[src/rtl/cnt_pkg.sv]
// Shared constants for the up/down counter: direction encodings and default width.
package cnt_pkg;
    localparam logic DIR_UP   = 1'b1;
    localparam logic DIR_DOWN = 1'b0;
    localparam int   CNT_W    = 3;
endpackage

[src/rtl/mycount_next.sv]
// Next-value logic for the counter: q+1 when counting up, q-1 when counting down.
// Combinational, zero latency; no backpressure.
module mycount_next
    import cnt_pkg::*;
#(
    parameter int WIDTH = CNT_W
) (
    input  logic [WIDTH-1:0] q,
    input  logic             direction,
    output logic [WIDTH-1:0] q_next
);

    localparam logic [WIDTH-1:0] ONE = {{(WIDTH-1){1'b0}}, 1'b1};

    // Ternary rather than if/else so an unknown direction propagates as X
    // instead of silently selecting the down path.
    assign q_next = (direction == DIR_UP) ? (q + ONE) : (q - ONE);

endmodule

[src/rtl/mycount.sv]
// Free-running modulo-2**WIDTH up/down counter; q updates one clock after direction is sampled.
// No enable or load, never stalls; an asynchronous active-low reset clears q.
module mycount
    import cnt_pkg::*;
#(
    parameter int WIDTH = CNT_W
) (
    input  logic             clock,
    input  logic             reset,
    input  logic             direction,
    output logic [WIDTH-1:0] q
);

    logic [WIDTH-1:0] q_next;

    mycount_next #(
        .WIDTH(WIDTH)
    ) u_next (
        .q        (q),
        .direction(direction),
        .q_next   (q_next)
    );

    always_ff @(posedge clock or negedge reset) begin
        if (!reset) begin
            q <= '0;
        end else begin
            q <= q_next;
        end
    end

endmodule

[config.mk]
export PLATFORM = sky130hd
export DESIGN_NAME = mycount
export DESIGN_NICKNAME = d
export VERILOG_FILES = /design/src/rtl/cnt_pkg.sv /design/src/rtl/mycount_next.sv /design/src/rtl/mycount.sv
export SDC_FILE = /design/constraint.sdc
export NUM_CORES = 1
export LEC_CHECK = 0
export ABC_CLOCK_PERIOD_IN_PS = 1150
export CAP_MARGIN = 20
export CELL_PAD_IN_SITES_DETAIL_PLACEMENT = 0
export CELL_PAD_IN_SITES_GLOBAL_PLACEMENT = 1
export CORE_AREA = 4 4 41 43
export CTS_BUF_LIST = sky130_fd_sc_hd__clkbuf_8 sky130_fd_sc_hd__clkbuf_16
export DETAILED_ROUTE_END_ITERATION = 8
export DIE_AREA = 0 0 45 47
export GPL_ROUTABILITY_DRIVEN = 0
export GPL_TIMING_DRIVEN = 0
export HOLD_SLACK_MARGIN = 0.05
export PLACE_DENSITY = 0.32
export RECOVER_POWER = 100
export SYNTH_ARGS = -nofsm -noshare
export SYNTH_HDL_FRONTEND = slang
export SYNTH_SLANG_ARGS = --single-unit
export TNS_END_PERCENT = 10
[constraint.sdc]
create_clock -name clock -period 1.15 [get_ports clock]
set_input_delay 0.345 -clock clock [delete_from_list [all_inputs] [get_ports clock]]
set_output_delay 0.345 -clock clock [all_outputs]
set_load 0.01 [all_outputs]
==> flow_summary.json <==
{
  "syn2layout_area_growth_pct": 79.0,
  "design_area_um2": 224,
  "end_kind": "output pin",
  "rsz0062_at_grt": "false",
  "avgSynthCellArea_um2": 17.9,
  "required_ns": 0.81,
  "drc": 0,
  "nNetsFinal": 21,
  "layout-drive-gt1-share": 0.375,
  "setup_violations": 0,
  "grt_pass1_vias": 81,
  "finalWorstSetupSlack_ns": 0.0494,
  "path_max_fanout": 3,
  "critPathMaxStageDelay_ns": 0.40,
  "drt_iter0_drc": 2,
  "cp_data_arrival_time_ns": 0.76,
  "synth.distinct_cells": 4,
  "ys_seq_elements": 3,
  "crit_type": "flip-flop to output pin",
  "cp-start-kind": "flip-flop",
  "slew_headroom": 0.895,
  "grt.total_usage": 0.0334,
  "avgRoutedWirePerCell_um": 7.42,
  "peakVddDrop_mv": 0.686,
  "ant_nets": 0,
  "start_util": 0.0962,
  "grt_max_degree": 4,
  "largest_reg_flops": 3,
  "path_cells": "clkbuf_2",
  "clock-sinks": 3,
  "routed_via_density": 2.61,
  "grt_overflow": 0,
  "dp.cells": 27,
  "synth_warnings": 0,
  "dpl-instance-area_um2": 196,
  "fmax_mhz": 909,
  "skew_ns": 0.00125,
  "min_path_type": "input pin to asynchronous set/reset pin",
  "rows": 13,
  "syn_inst": 7,
  "pre_cts_ws_ns": -0.431,
  "cp_top_family": "flip-flops",
  "vias": 81,
  "wl_um": 230,
  "io_pins": 6,
  "n_antenna_cell": 0,
  "maxSlewViolCount": 0,
  "die_height_um": 47,
  "fp.dieArea_um2": 2120,
  "numPortBuffers": 5,
  "hold_viol": 0,
  "htree_levels": 1,
  "clockBufferDepth": 2,
  "tightest_slew_ns": 0.157,
  "postSynthNetCount": 11,
  "cts_tree": "yes",
  "finalSetupTns_ns": 0,
  "die_w_um": 45,
  "p_leak_nw": 0.115,
  "p_per_area_nw_per_um2": 2600,
  "antenna_found_initial": 0,
  "worstSkewPairLatency_ns": 0.21,
  "cts_made_buffers": 3,
  "largestRegisters": "q x3",
  "synth_area_um2": 125,
  "outcome": "finished, final reports clean",
  "grt_pass1_wl_um": 351,
  "crit_path_top_delay_cell": "dfrtp_1",
  "maxCapViolCount": 0,
  "period_needed_ns": 1.10,
  "timing.critical_path.buf_inv": 1,
  "largest-register": "q",
  "cts_root_buffer": "clkbuf_8",
  "first_pass_iters": 2,
  "fp.coreArea_um2": 1300,
  "synth-seq-area-share": 0.600,
  "fin_cells": 31,
  "clkTransAtPathRegs_ns": 0.03,
  "finalCritPeriodShare": 0.957
}
cells in the mapped netlist:
cell type	count	area [µm²]
dfrtp_1	3	75.1
fa_1	1	20.0
inv_1	2	7.51
xnor3_1	1	22.5
layout make-up:
class | count | area, µm²
Inverter | 2 | 7.51
Clock inverter | 1 | 3.75
Clock buffer | 3 | 41.3
Timing Repair Buffer | 5 | 32.5
Sequential cell | 3 | 75.1
Tap cell | 15 | 18.8
Fill cell | 153 | 1080
Multi-Input combinational cell | 2 | 45.0
logic make-up after synthesis:
| kind of cell | Yosys count | share of synthesized area |
|---|---|---|
| xor gates and xnor gates | 1 | 0.180 |
| buffers and inverters | 2 | 0.0600 |
| adders and majority gates | 1 | 0.160 |
| DFF | 3 | 0.600 |
through the flow:
stage               power (mW)   util  hold slack [ns]
floorplan                0.251      -           0.0494
global placement         0.342  0.151            0.494
detailed placement       0.344  0.151            0.494
CTS                      0.605  0.173            0.324
global route             0.623  0.172            0.398
finish                   0.582  0.172            0.393
per-layer routing:
metal / track usage / share of wire
met5: 0 / 0
met4: 0.0526 / 0
met3: 0.0690 / 0.27
met2: 0.0169 / 0.28
met1: 0.0208 / 0.45
path summary, 6_finish.rpt:
kind / start / endpoint / slack, ns / depth (start not counted)
max: q[0] / q[0] / 0.05 / 1
min: reset / q[1] / 0.39 / 1
max reg2reg: q[0] / q[2] / 0.06 / 2
min reg2reg: q[0] / q[0] / 0.49 / 1
max in group asynchronous: reset / q[2] / 0.61 / 1
min in group clock: q[0] / q[0] / 0.49 / 1
cell usage in the layout (no fill, tap or decap):
cell / n
dlygate4sd2_1: 1
clkbuf_2: 2
clkbuf_1: 1
inv_1: 3
fa_2: 1
dfrtp_1: 3
xnor3_1: 1
clkbuf_8: 3
dlygate4sd3_1: 1
power breakdown:
part | internal, mW | switching, mW | total (mW)
combinational | 0.0798 | 0.0490 | 0.129
clock | 0.226 | 0.0610 | 0.287
sequential | 0.144 | 0.0216 | 0.166
timing repair:
action,in CTS,in global routing
hold buffers,0,0
setup endpoints to repair,5,0
hold endpoints to repair,0,0
setup buffers,0,0
resized for setup,13,0
No activity file was read; power rests on OpenSTA's default activity.
